## src/rtl/data_island_scheduler.sv

```systemverilog
// -----------------------------------------------------------------------------
// data_island_scheduler
//
// Purpose:
//   Opens at most one HDMI data island per line. It decides how many packets
//   the island carries and which packet source owns each 32-character slot.
//   It drives the phase, grant and framing strobes that the TERC4 datapath
//   uses to emit the preamble, guard bands and packet characters.
//
// Parameters:
//   ISLAND_DELAY  characters from the HSync active edge to the first preamble
//                 character.
//   MAX_PACKETS   maximum packets per island (1..18).
//
// Ports:
//   pixelClock           in   character clock
//   reset                in   asynchronous active-high reset
//   hSync                in   horizontal sync, active-high
//   vSync                in   vertical sync, active-high (gates General Control)
//   request[2:0]         in   packet pending: [0] GC, [1] audio, [2] InfoFrame/ACP
//   grant[2:0]           out  one-hot owner of the current packet slot
//   dataIslandActive     out  high from the first preamble char to the last
//                             trailing guard band char
//   phase[1:0]           out  0 idle, 1 preamble, 2 guard band, 3 packet
//   packetStart          out  pulse on the first character of each slot
//   isFirstIslandPacket  out  high for the whole first slot of the island
//   packetDone           out  pulse on the 32nd character of each slot
// -----------------------------------------------------------------------------
module data_island_scheduler #(
   parameter int ISLAND_DELAY = 100,
   parameter int MAX_PACKETS  = 2
) (
   input  logic       pixelClock,
   input  logic       reset,
   input  logic       hSync,
   input  logic       vSync,
   input  logic [2:0] request,
   output logic [2:0] grant,
   output logic       dataIslandActive,
   output logic [1:0] phase,
   output logic       packetStart,
   output logic       isFirstIslandPacket,
   output logic       packetDone
);

   // The character counter is 8 bits and saturates, so a delay beyond its
   // range is clamped to the saturation value.
   localparam int          DELAY_CLAMP = (ISLAND_DELAY > 255) ? 255 : ISLAND_DELAY;
   localparam logic [7:0]  DELAY_CNT   = DELAY_CLAMP[7:0];
   localparam logic [4:0]  MAX_CNT     = MAX_PACKETS[4:0];

   localparam logic [7:0]  PREAMBLE_LAST = 8'd7;
   localparam logic [7:0]  GUARD_LAST    = 8'd1;
   localparam logic [7:0]  PACKET_LAST   = 8'd31;

   typedef enum logic [2:0] {
      S_IDLE     = 3'd0,
      S_WAIT     = 3'd1,
      S_PREAMBLE = 3'd2,
      S_LEAD_GB  = 3'd3,
      S_PACKET   = 3'd4,
      S_TRAIL_GB = 3'd5
   } state_t;

   state_t     state_q, state_d;
   logic [7:0] char_q, char_d;
   logic [4:0] pkt_q, pkt_d;
   logic [2:0] owner_q, owner_d;
   logic       prefer1_q, prefer1_d;   // 1: audio wins a tie with InfoFrame
   logic       hsync_prev_q;

   logic [2:0] grant_q, grant_d;
   logic       active_q, active_d;
   logic [1:0] phase_q, phase_d;
   logic       start_q, start_d;
   logic       first_q, first_d;
   logic       done_q, done_d;

   logic       hsync_edge;
   logic [2:0] elig_req;
   logic [2:0] slot_req;
   logic [2:0] wait_arb;
   logic [2:0] slot_arb;
   logic [7:0] char_inc;
   logic [4:0] pkt_inc;

   // Fixed priority for GC, round-robin between audio and InfoFrame.
   function automatic logic [2:0] arbitrate(input logic [2:0] req, input logic prefer1);
      logic [2:0] g;
      g = 3'b000;
      if (req[0]) begin
         g = 3'b001;
      end else if (req[1] && req[2]) begin
         g = prefer1 ? 3'b010 : 3'b100;
      end else if (req[1]) begin
         g = 3'b010;
      end else if (req[2]) begin
         g = 3'b100;
      end
      return g;
   endfunction

   assign hsync_edge = hSync && !hsync_prev_q;

   // General Control may only be sent during vertical sync.
   assign elig_req = {request[2], request[1], request[0] & vSync};

   // The owner that is just finishing is not considered for the next slot,
   // even if its request has not dropped yet.
   assign slot_req = elig_req & ~owner_q;

   assign wait_arb = arbitrate(elig_req, prefer1_q);
   assign slot_arb = arbitrate(slot_req, prefer1_q);

   assign char_inc = (char_q == 8'hFF) ? char_q : char_q + 8'd1;
   assign pkt_inc  = (pkt_q == 5'h1F) ? pkt_q : pkt_q + 5'd1;

   // ------------------------------------------------------------------------
   // State register
   // ------------------------------------------------------------------------
   always_ff @(posedge pixelClock or posedge reset) begin
      if (reset) begin
         state_q      <= S_IDLE;
         char_q       <= 8'd0;
         pkt_q        <= 5'd0;
         owner_q      <= 3'b000;
         prefer1_q    <= 1'b1;
         hsync_prev_q <= 1'b0;
         grant_q      <= 3'b000;
         active_q     <= 1'b0;
         phase_q      <= 2'd0;
         start_q      <= 1'b0;
         first_q      <= 1'b0;
         done_q       <= 1'b0;
      end else begin
         state_q      <= state_d;
         char_q       <= char_d;
         pkt_q        <= pkt_d;
         owner_q      <= owner_d;
         prefer1_q    <= prefer1_d;
         hsync_prev_q <= hSync;
         grant_q      <= grant_d;
         active_q     <= active_d;
         phase_q      <= phase_d;
         start_q      <= start_d;
         first_q      <= first_d;
         done_q       <= done_d;
      end
   end

   // ------------------------------------------------------------------------
   // Next-state logic
   // ------------------------------------------------------------------------
   always_comb begin
      state_d   = state_q;
      char_d    = char_inc;
      pkt_d     = pkt_q;
      owner_d   = owner_q;
      prefer1_d = prefer1_q;

      case (state_q)
         S_IDLE: begin
            char_d = 8'd0;
            if (hsync_edge) begin
               state_d = S_WAIT;
            end
         end

         S_WAIT: begin
            if (char_q >= DELAY_CNT) begin
               char_d = 8'd0;
               pkt_d  = 5'd0;
               if (wait_arb != 3'b000) begin
                  state_d = S_PREAMBLE;
                  owner_d = wait_arb;
                  if (wait_arb[1]) prefer1_d = 1'b0;
                  if (wait_arb[2]) prefer1_d = 1'b1;
               end else begin
                  state_d = S_IDLE;
               end
            end
         end

         S_PREAMBLE: begin
            if (char_q == PREAMBLE_LAST) begin
               state_d = S_LEAD_GB;
               char_d  = 8'd0;
            end
         end

         S_LEAD_GB: begin
            if (char_q == GUARD_LAST) begin
               state_d = S_PACKET;
               char_d  = 8'd0;
               pkt_d   = pkt_inc;
            end
         end

         S_PACKET: begin
            if (char_q == PACKET_LAST) begin
               char_d = 8'd0;
               if ((pkt_q < MAX_CNT) && (slot_arb != 3'b000)) begin
                  // Next slot follows immediately after this one.
                  pkt_d   = pkt_inc;
                  owner_d = slot_arb;
                  if (slot_arb[1]) prefer1_d = 1'b0;
                  if (slot_arb[2]) prefer1_d = 1'b1;
               end else begin
                  state_d = S_TRAIL_GB;
               end
            end
         end

         S_TRAIL_GB: begin
            if (char_q == GUARD_LAST) begin
               state_d = S_IDLE;
               char_d  = 8'd0;
            end
         end

         default: begin
            state_d = S_IDLE;
            char_d  = 8'd0;
         end
      endcase
   end

   // ------------------------------------------------------------------------
   // Registered outputs, derived from the state being entered so they line
   // up with the character the state describes.
   // ------------------------------------------------------------------------
   always_comb begin
      grant_d  = 3'b000;
      active_d = 1'b0;
      phase_d  = 2'd0;
      start_d  = 1'b0;
      first_d  = 1'b0;
      done_d   = 1'b0;

      case (state_d)
         S_PREAMBLE: begin
            active_d = 1'b1;
            phase_d  = 2'd1;
         end
         S_LEAD_GB, S_TRAIL_GB: begin
            active_d = 1'b1;
            phase_d  = 2'd2;
         end
         S_PACKET: begin
            active_d = 1'b1;
            phase_d  = 2'd3;
            grant_d  = owner_d;
            start_d  = (char_d == 8'd0);
            done_d   = (char_d == PACKET_LAST);
            first_d  = (pkt_d == 5'd1);
         end
         default: begin
            active_d = 1'b0;
         end
      endcase
   end

   assign grant               = grant_q;
   assign dataIslandActive    = active_q;
   assign phase               = phase_q;
   assign packetStart         = start_q;
   assign isFirstIslandPacket = first_q;
   assign packetDone          = done_q;

endmodule

```

## config.mk

```make
export PLATFORM = sky130hd
export DESIGN_NAME = data_island_scheduler
export DESIGN_NICKNAME = d
export VERILOG_FILES = /design/src/rtl/data_island_scheduler.sv
export SDC_FILE = /design/constraint.sdc
export NUM_CORES = 1
export LEC_CHECK = 0
export ABC_AREA = 1
export BUFFER_PORTS_ARGS = -buffer_cell sky130_fd_sc_hd__clkbuf_2
export CAP_MARGIN = 20
export CORE_ASPECT_RATIO = 0.5
export CORE_MARGIN = 3
export CORE_UTILIZATION = 60
export DETAILED_ROUTE_END_ITERATION = 6
export GPL_TIMING_DRIVEN = 0
export PLACE_DENSITY = 0.8
export SLEW_MARGIN = 10
export SYNTH_ARGS = -nofsm -noshare
export SYNTH_HDL_FRONTEND = slang
export SYNTH_SLANG_ARGS = --single-unit
```

## constraint.sdc

```tcl
create_clock -name pixelClock -period 1.8 [get_ports pixelClock]
set_clock_uncertainty 0.1 [all_clocks]
set_input_delay 0.09 -clock pixelClock [delete_from_list [all_inputs] [get_ports pixelClock]]
set_output_delay 0.09 -clock pixelClock [all_outputs]
set_load 0.01 [all_outputs]
```

==> results of run 1 <==
==> per-layer routing <==
layer	wire length [microns]	up-vias	global-route usage, %
li1	-	954	-
met1	2420	947	32.8
met2	2700	91	38.3
met3	399	36	7.18
met4	292	0	6.73
met5	0	-	0
==> worst paths after layout <==
check,to
max in group asynchronous,prefer1_q$_DFFE_PP1P_
min in group pixelClock,prefer1_q$_DFFE_PP1P_
worst max-delay path,packetDone$_DFF_PP0_
worst max register to register,packetDone$_DFF_PP0_
worst min-delay path,char_q[7]$_DFF_PP0_
worst min register to register,prefer1_q$_DFFE_PP1P_
==> sequential cells by signal, indices dropped and copies added, names as in the netlist <==
name / cells
char_q: 8
dataIslandActive: 1
grant: 3
hsync_prev_q: 1
isFirstIslandPacket: 1
owner_q: 3
packetDone: 1
packetStart: 1
phase: 2
pkt_q: 5
prefer1_q: 1
state_q: 3
==> kinds of logic after synthesis <==
kind of cell | Yosys count | synth area share (%)
AOI/OAI and AO/OA | 31 | 11.3
xor gates and xnor gates | 3 | 1.31
adders and majority gates | 4 | 2.49
buffers and inverters | 46 | 8.58
DFF | 30 | 37.4
and+or+nand+nor | 156 | 39.0
==> through the flow <==
step / power (W) / setup TNS [ps] / hold WS (ps)
after detailed placement: 0.00131 / -458 / 118
final: 0.00217 / -226 / 161
after global routing: 0.00225 / -1080 / 182
after floorplan: 0.00121 / 0 / 21.4
after global placement: 0.00129 / -297 / 114
after CTS: 0.00195 / 0 / 11.6
==> cell type report <==
type | count | share of cell area [%]
inverters | 46 | 6.75
flip-flops and latches | 30 | 29.4
clock buffers | 6 | 3.18
repair buffers | 39 | 11.2
well taps | 40 | 1.93
clock inverters | 2 | 0.482
multi-input cells | 194 | 47.0
==> placed cells by master (no fill, tap or decap), types with 8 or more instances in the layout <==
cell	instances
nand3_1	20
buf_4	18
inv_1	33
nand2_2	14
inv_2	10
nor2_2	15
nor2_1	32
nand2_1	47
dfrtp_1	21
clkbuf_2	15
dfrtp_2	8
==> report_power, final <==
group          internal [W]  switching, W  total, W
registers          0.000736     0.0000740  0.000811
clock network      0.000307      0.000280  0.000588
logic              0.000321      0.000452  0.000773
==> repair_timing <==
item / in CTS / in global routing
hold endpoints to repair: 1 / 29
resized for setup: 9 / 42
buffers inserted: 9 / 12
pin swaps: 10 / 21
setup endpoints to repair: 5 / 14
hold buffers: 1 / 1
==> worst max-delay path, stage by stage, from the launching register on <==
cell and delay, ps:
dfrtp_2 440, ha_4 190, nand2_4 90, inv_2 60, nand2_1 110, nor2_4 60
nand3_1 80, nand2_1 100, nor2_4 120, nand4_4 150, inv_2 120, nand2_2 70
nor2_1 150
==> impl_results.md, run 1 <==
- Period minus WS final: between 1500 and 2000 ps
- Initial antenna violation count: 0
- Yosys warns: 0
- Diodes inserted: 0
- Number of global-route vias before repair: about 1600
- Crit end category: register
- Vias: 2028
- Hold Path Class: in2async
- Commonest cells in the netlist: 56 x nand2_1, 43 x nor2_1, 37 x inv_1
- IO Port Bufs: 15
- Critical Path RT: 1910 ps
- Worst-Margin Slew: between 400 and 500 ps
- Yosys reg bits: 30
- Failing checks: negative setup slack
- Fin util: a little over four fifths
- Peak VDD IR: between 0.0008 and 0.0009 V
- Area grow syn2layout: 28.9%
- Post-synth net total: ~280
- Synth top area cells: dfrtp_1 36%, nand2_1 10%, nor2_1 8.0%
- Dpl cells: 325
- # IOs: 16
- Fmax: between 0.5 and 0.6 GHz
- Critical path origin: char_q[0]$_DFF_PP0_
- PD cells: ~840 nW/um^2
- PnR worst setup slack: -125 ps
- Synth unique cells: 34
- Crit Path Max Fanout: 3
- GRT Total Usage: about a quarter
- Die W: 87.9 microns
- Part of the Yosys area used for sequential elements: 37.4%
- Fin. max-slew vios: 0
- FILL cells: 183
- Final WL: approximately 5800 microns
- Skew-Pair Late Insertion Delay: between 200 and 300 ps
- Area of the multi-input gates: approximately 1200 sq um
- Reg area: roughly 760 sq um
- Status: finished with violations
- CTS buffer count: 5
- R2r setup slk: -130 ps
- Vias per std cell: between 5 and 6
- Setup CP Type: reg2reg
- Ys async rst share: 100%
- Reg2Reg Depth: 12
- Post-DP Area: between 2000 and 2500 sq um
- Core Area: between 3000 and 4000 sq um
- Fin crit share: 107%
- RSZ-0062 raised after global routing: true
- First-pass GRT wire length: ~7400 microns
- CTS tree: built
- RePlAce Congestion: a little under 0.9
- Mapped Cells: between 200 and 300
- Layout cells sized above 1: 38.8%
- Pin count of the biggest net entering global routing: 31
- Remaining Overflow, GRT: 0
- Biggest area consumer among synthesized cells: dfrtp_1
- Initial Utilization: 64.9%
- DR WL/cell: roughly 16 microns
- Max Buffers Root-to-Sink: 2
- Setup violators final: 5
- Hpwl dp: 3350 microns
- Starting DRT DRC Count: 150
- Main synth FF type: dfrtp_1
- Syn avg cell area: around 7.5 sq um
- Final hold vios: 0
- Critical path arrival: just over 2000 ps
- Nets: about 330
- Startpoint Class: register
- Chip height: approximately 47 microns
- Initial DRT Pass Iterations: 5
- CTS sink cnt: 30
- DRC viols: 0
- Synth top area share: a little over a third
- Design Area, Final: 2590 sq um
- Post-synth design cell area: just over 2000 sq um
- Max_cap viols: 0
- Post-Layout Cell Count: around 360
- Placement Setup Slack: -154 ps
- Clock root cell: clkbuf_8
- FP Rows: 14
- Most frequent cell after synthesis: nand2_1
- Post-synth EDFFs: 0
- Final ANT Viol Nets: 0
- H-tree depth: 2
- Die area: 4130 sq um
- Clk pin slew, worst setup/hold paths: approximately 80 ps
- Leak: 1.35 nW
- Worst r2r src: char_q[0]$_DFF_PP0_
- Max-slew headroom: between 70% and 80%
Note: power is estimated with default switching activity, not from simulation.
==> run 2: changes to the inputs <==
Settings changed: SKIP_LAST_GASP from default to 1, SLEW_MARGIN 10 to 20.
==> run 2 against run 1 <==
Against the previous run:
- the run still ends with negative setup slack left
- maximum frequency increased by 1.4%
- worst setup slack better by 27 ps
- non-clock buffer count unchanged
- total power shrank 2.2%
- hold slack better by 33 ps
- sequential power decreased by 0.9%
- flip-flop and latch count stayed put
- combinational power shrank 4.4%
- count of clock-buffer cells in the layout unchanged
- clock power decreased by 1%
==> impl_results.md, run 2 (synthesis gave the netlist of run 1 again) <==
- Status: finished with violations
- Failing checks: negative setup slack
- PD cells: 830 nW/um^2 (-0.79%)
- RePlAce Congestion: 0.865 (unchanged)
- Largest register FFs: 8 (unchanged)
- Diodes inserted: 0 (unchanged)
- Max incr delay on CP: 440 ps (about the same)
- Crit path max-delay family: simple AND/OR/NAND/NOR gates
- Initial antenna violation count: 0 (unchanged)
- Setup CP Type: reg2reg
- Max_cap viols: 0 (unchanged)
- Register with the most flip-flops: char_q
- Placement Setup Slack: -154 ps (unchanged)
- Startpoint Class: register
- Commonest non-fill, non-tap cell in the layout: nand2_1
- Chip height: 46.9 microns (unchanged)
- Number of global-route vias before repair: 1625 (unchanged)
- Layout cells sized above 1: 38.5% (-0.32 points)
- Nets: 327 (unchanged)
- Peak VDD IR: 0.000804 V (-4.2%)
- Final hold vios: 0 (unchanged)
- Max-slew headroom: 56.9% (-16 points)
- Period minus WS final: 1900 ps (-27.0 ps)
- Vias per std cell: 5.56 (-2.1%)
- Final WL: 5300 microns (-8.9%)
- IO Port Bufs: 15 (unchanged)
- Die W: 87.9 microns (unchanged)
- Leak: 1.33 nW (-1.4%)
- Fmax: 0.527 GHz (+1.4%)
- R2r setup slk: -100 ps (+30 ps)
- Clk pin slew, worst setup/hold paths: 60 ps (-20 ps)
- RSZ-0062 raised after global routing: true
- CTS sink cnt: 30 (unchanged)
- Slowest cell on crit path: dfrtp_2
- Reg2Reg Depth: 12 (unchanged)
- Core Area: 3100 sq um (unchanged)
- Vias: 1986 (-2.1%)
- Pin count of the biggest net entering global routing: 31 (unchanged)
- HP Start: request[2]
- Worst hold stages: 5
- PnR worst setup slack: -98.1 ps (+27.0 ps)
- Worst r2r src: char_q[1]$_DFF_PP0_
- Crit path buffers/inverters: 2 (unchanged)
- Die area: 4130 sq um (unchanged)
- Largest regs: char_q x8, pkt_q x5
- Worst path cell trace: ha_4 > nand2_2 > inv_2 > nand2_1 > nor2_4 > nand3_1 > nand2_1 > nor2_4 > nand4_4 > inv_2 > nand2_2 > nor2_1
- Worst reg2reg path endpoint: packetDone$_DFF_PP0_
- Critical Path RT: 1910 ps (about the same)
- Skew-Pair Late Insertion Delay: 300 ps (about the same)
- CTS tree: built
- First-pass GRT wire length: 7370 microns (unchanged)
- Fin. max-slew vios: 0 (unchanged)
- DRC viols: 0 (unchanged)
- # IOs: 16 (unchanged)
- Remaining Overflow, GRT: 0 (unchanged)
- Starting DRT DRC Count: 120 (-20%)
- Initial DRT Pass Iterations: 4 (-1)
- Most frequent cells in the layout: 47 x nand2_1, 33 x inv_1, 32 x nor2_1
- Critical path arrival: 2010 ps (-30 ps)
- Fin crit share: 105% (-1.5 points)
- Hold Path Class: in2reg
- Clock root cell: clkbuf_8
- GRT Total Usage: 24.2% (unchanged)
- Area grow syn2layout: 27.1%
- Hpwl dp: 3350 microns (unchanged)
- Initial Utilization: 64.9% (unchanged)
- Worst-Margin Slew: 646 ps (+245 ps)
- Setup violators final: 6 (+1)
- Final ANT Viol Nets: 0 (unchanged)
- CTS buffer count: 5 (unchanged)
- Fin util: 82.5% (-1.2 points)
- Hold worst-path end: prefer1_q$_DFFE_PP1P_
- Max Buffers Root-to-Sink: 2 (unchanged)
- H-tree depth: 2 (unchanged)
- DR WL/cell: 14.8 microns (-8.9%)
- FP Rows: 14 (unchanged)
- Crit Path Max Fanout: 3 (unchanged)
- Crit end category: register
[run 2: changes by cell type in the layout (fill, tap and decap cells not counted), sizes merged]
cell	delta
clkinv	-1
inv	+1
[run 2: repair_timing]
action	4_1_cts	5_1_grt
hold buffers	1	1
endpoints found under the hold margin	1	29
setup endpoints to repair	5	13
setup buffers	9	13
gates resized for setup	9	38
pin swaps	10	20
[run 2: area by class of cell]
| type | instances | area [sq um] |
|---|---|---|
| multi-input combinational | 194 | 1210 |
| sequential | 30 | 761 |
| fill | 192 | 543 |
| timing repair buffer | 39 | 268 |
| inverter | 46 | 175 |
| clock buffer | 6 | 82.6 |
| tap | 40 | 50.0 |
| clock inverter | 2 | 12.5 |
[run 2: worst max path at each step]
stage,start,to,cells past startpoint
floorplan,char_q[0]$_DFF_PP0_,grant[1]$_DFF_PP0_,10
global placement,char_q[1]$_DFF_PP0_,packetStart$_DFF_PP0_,10
detailed placement,char_q[1]$_DFF_PP0_,packetDone$_DFF_PP0_,10
CTS,char_q[0]$_DFF_PP0_,grant[2]$_DFF_PP0_,9
global route,char_q[1]$_DFF_PP0_,packetDone$_DFF_PP0_,12
finish,char_q[1]$_DFF_PP0_,packetDone$_DFF_PP0_,12
[run 2: per-layer routing]
layer / part of all wire, % / track usage (%) / up-vias
li1: - / - / 952
met1: 44 / 32.8 / 939
met2: 46 / 38.3 / 74
met3: 6.2 / 7.18 / 21
met4: 2.8 / 6.73 / 0
met5: 0 / 0 / -
[run 2: power by group]
part / internal [W] / total [W] / switching [W]
combinational: 0.000311 / 0.000739 / 0.000429
sequential: 0.000735 / 0.000804 / 0.0000695
clock: 0.000307 / 0.000580 / 0.000273
[run 2: through the flow]
stage | cell area [sq um] | std cells | total power [W] | hold slack, ps | setup TNS [ps]
final | 2560 | 357 | 0.00212 | 195 | -333
after global routing | 2560 | 357 | 0.00223 | 233 | -1080
after CTS | 2340 | 343 | 0.00195 | 11.6 | 0
after detailed placement | 2140 | 325 | 0.00131 | 118 | -458
after global placement | 2140 | 325 | 0.00129 | 114 | -297
after floorplan | 2010 | 270 | 0.00121 | 21.4 | 0
[run 2: worst reg2reg max path, cell delays in order (launching register included)]
cell,delay (ps)
dfrtp_2,440
ha_4,180
nand2_2,110
inv_2,70
nand2_1,120
nor2_4,60
nand3_1,80
nand2_1,110
nor2_4,130
nand4_4,160
inv_2,120
nand2_2,60
nor2_1,110
==> run 3: changes to the inputs <==
Settings changed: ABC_CLOCK_PERIOD_IN_PS from default to 1800, CORE_ASPECT_RATIO 0.5 to 0.9.
==> run 3 against run 2 <==
Against the previous run:
- the run still ends with negative setup slack left
- combinational power down 4.7%
- core utilization down 2.6 points
- total power down 2.1%
- sequential power up 2.6%
- register-to-register slack better by 70 ps
- critical path depth down 2
- die area down 0.99%
- routed wire length down 4.3%
- largest power group unchanged
- highest routed layer unchanged
==> impl_results.md, run 3 (synthesis gave the netlist of run 1 again) <==
- Status: finished with violations
- Failing checks: negative setup slack
- Clk pin slew, worst setup/hold paths: 60 ps (about the same)
- Post-Layout Cell Count: 349 (-2.2%)
- Area grow syn2layout: 24.6%
- Nets: 317 (-3.1%)
- Skew-Pair Late Insertion Delay: 280 ps (-20 ps)
- Diodes inserted: 0 (unchanged)
- Fmax: 0.548 GHz (+4.0%)
- FP Rows: 19 (+5)
- Critical path origin: char_q[1]$_DFF_PP0_
- Clock root cell: clkbuf_8
- Max Buffers Root-to-Sink: 2 (unchanged)
- Die W: 67.0 microns (-24%)
- Number of global-route vias before repair: 1702 (+4.7%)
- Largest register FFs: 8 (unchanged)
- GRT Total Usage: 25.1% (+0.93 points)
- Register with the most flip-flops: char_q
- Layout cells sized above 1: 35.5% (-3.0 points)
- CTS sink cnt: 30 (unchanged)
- Dpl cells: 328 (+0.92%)
- Period minus WS final: 1820 ps (-73.5 ps)
- Hpwl dp: 3360 microns (+0.38%)
- Chip height: 60.9 microns (+30%)
- Critical path arrival: 1900 ps (-110 ps)
- Final hold vios: 0 (unchanged)
- Hold Path Class: in2reg
- Initial DRT Pass Iterations: 6 (+2)
- RePlAce Congestion: 0.927 (+7.2%)
- CTS buffer count: 5 (unchanged)
- Initial antenna violation count: 0 (unchanged)
- IO Port Bufs: 15 (unchanged)
- CTS tree: built
- Vias per std cell: 5.61 (+0.85%)
- Max-slew headroom: 59.3% (+2.4 points)
- Starting DRT DRC Count: 116 (-3.3%)
- H-tree depth: 2 (unchanged)
- Initial Utilization: 64.1% (-0.78 points)
- Setup violators final: 8 (+2)
- DRC viols: 0 (unchanged)
- Setup CP Type: reg2reg
- Final WL: 5070 microns (-4.3%)
- Final hold slack: 171 ps (-24.0 ps)
- Commonest non-fill, non-tap cell in the layout: nand2_1
- Fin crit share: 101% (-4.1 points)
- RSZ-0062 raised after global routing: true
- Most frequent cells in the layout: 51 x nand2_1, 34 x inv_1, 30 x nor2_1
- Critical Path RT: 1870 ps (-40 ps)
- Worst-Margin Slew: 610 ps (-35.9 ps)
- DR WL/cell: 14.5 microns (-2.1%)
- HP Start: request[2]
- Max_cap viols: 0 (unchanged)
- Final ANT Viol Nets: 0 (unchanged)
- Startpoint Class: register
- Crit end category: register
- Vias: 1958 (-1.4%)
- Fin. max-slew vios: 0 (unchanged)
- PnR worst setup slack: -24.6 ps (+73.5 ps)
- Peak VDD IR: 0.000586 V (-27%)
- Remaining Overflow, GRT: 0 (unchanged)
- Leak: 1.28 nW (-3.5%)
- R2r setup slk: -20 ps (+70 ps)
- First-pass GRT wire length: 7600 microns (+3.2%)
- Worst r2r src: char_q[1]$_DFF_PP0_
- Pin count of the biggest net entering global routing: 17 (-45%)
- Core Area: 3140 sq um (+1.2%)
- Crit Path Max Fanout: 5 (+2)
- Largest regs: char_q x8, pkt_q x5
- # IOs: 16 (unchanged)
- PD cells: 830 nW/um^2 (about the same)
- Die area: 4090 sq um (-0.99%)
==> run 3: per-layer routing <==
metal | global-route usage (%) | share of wire (%) | vias to the layer above
met5 | 0 | 0 | -
met4 | 7.80 | 1.6 | 0
met3 | 5.93 | 6.6 | 11
met2 | 38.8 | 47 | 91
met1 | 35.1 | 45 | 920
li1 | - | - | 936
==> run 3: report_power, final <==
group | internal (W) | total [W] | switching, W
Combinational | 0.000290 | 0.000704 | 0.000414
Sequential | 0.000737 | 0.000825 | 0.0000873
Clock | 0.000308 | 0.000551 | 0.000243
==> run 3: metrics by stage <==
step / TNS (ps) / setup slack [ps] / total power (W) / area (sq um) / util (%)
after floorplan: 0 / 150 / 0.00121 / 2010 / -
after global placement: -188 / -63.8 / 0.00131 / 2140 / 68.2
after detailed placement: -376 / -129 / 0.00132 / 2150 / 68.7
after CTS: -17.9 / -12.5 / 0.00193 / 2360 / 75.2
after global routing: -1160 / -107 / 0.00219 / 2510 / 79.9
final: -64.9 / -24.6 / 0.00208 / 2510 / 79.9
==> run 3: worst max-delay path, cell delays in order, from the launching register on <==
cell      delay, ps
dfrtp_2         450
inv_2           100
ha_4            140
nand3_4         110
o21bai_4        200
buf_6           130
o211ai_4        110
nor2_4          170
nor2_2           60
nand3b_1        100
nor2_1           50
==> run 3: layout make-up <==
cell class / count / area (sq um)
Multi-Input combinational cell: 194 / 1220
Sequential cell: 30 / 761
Fill cell: 213 / 632
Timing Repair Buffer: 29 / 204
Inverter: 46 / 173
Clock buffer: 7 / 86.3
Tap cell: 42 / 52.6
Clock inverter: 1 / 5.00
==> run 3: worst paths after layout <==
kind / to / depth (start not counted)
worst min-delay path: prefer1_q$_DFFE_PP1P_ / 5
worst max register to register: packetDone$_DFF_PP0_ / 10
min in group asynchronous: pkt_q[4]$_DFF_PP0_ / 3
worst min register to register: prefer1_q$_DFFE_PP1P_ / 2
worst max-delay path: packetDone$_DFF_PP0_ / 10
max in group asynchronous: char_q[3]$_DFF_PP0_ / 4
==> run 3: timing repair <==
item / 4_1_cts / 5_1_grt
setup endpoints to repair: 6 / 23
pin swaps: 9 / 11
buffers inserted: 7 / 4
gates resized for setup: 13 / 34
endpoints found under the hold margin: 15 / 0
hold buffers: 2 / 0
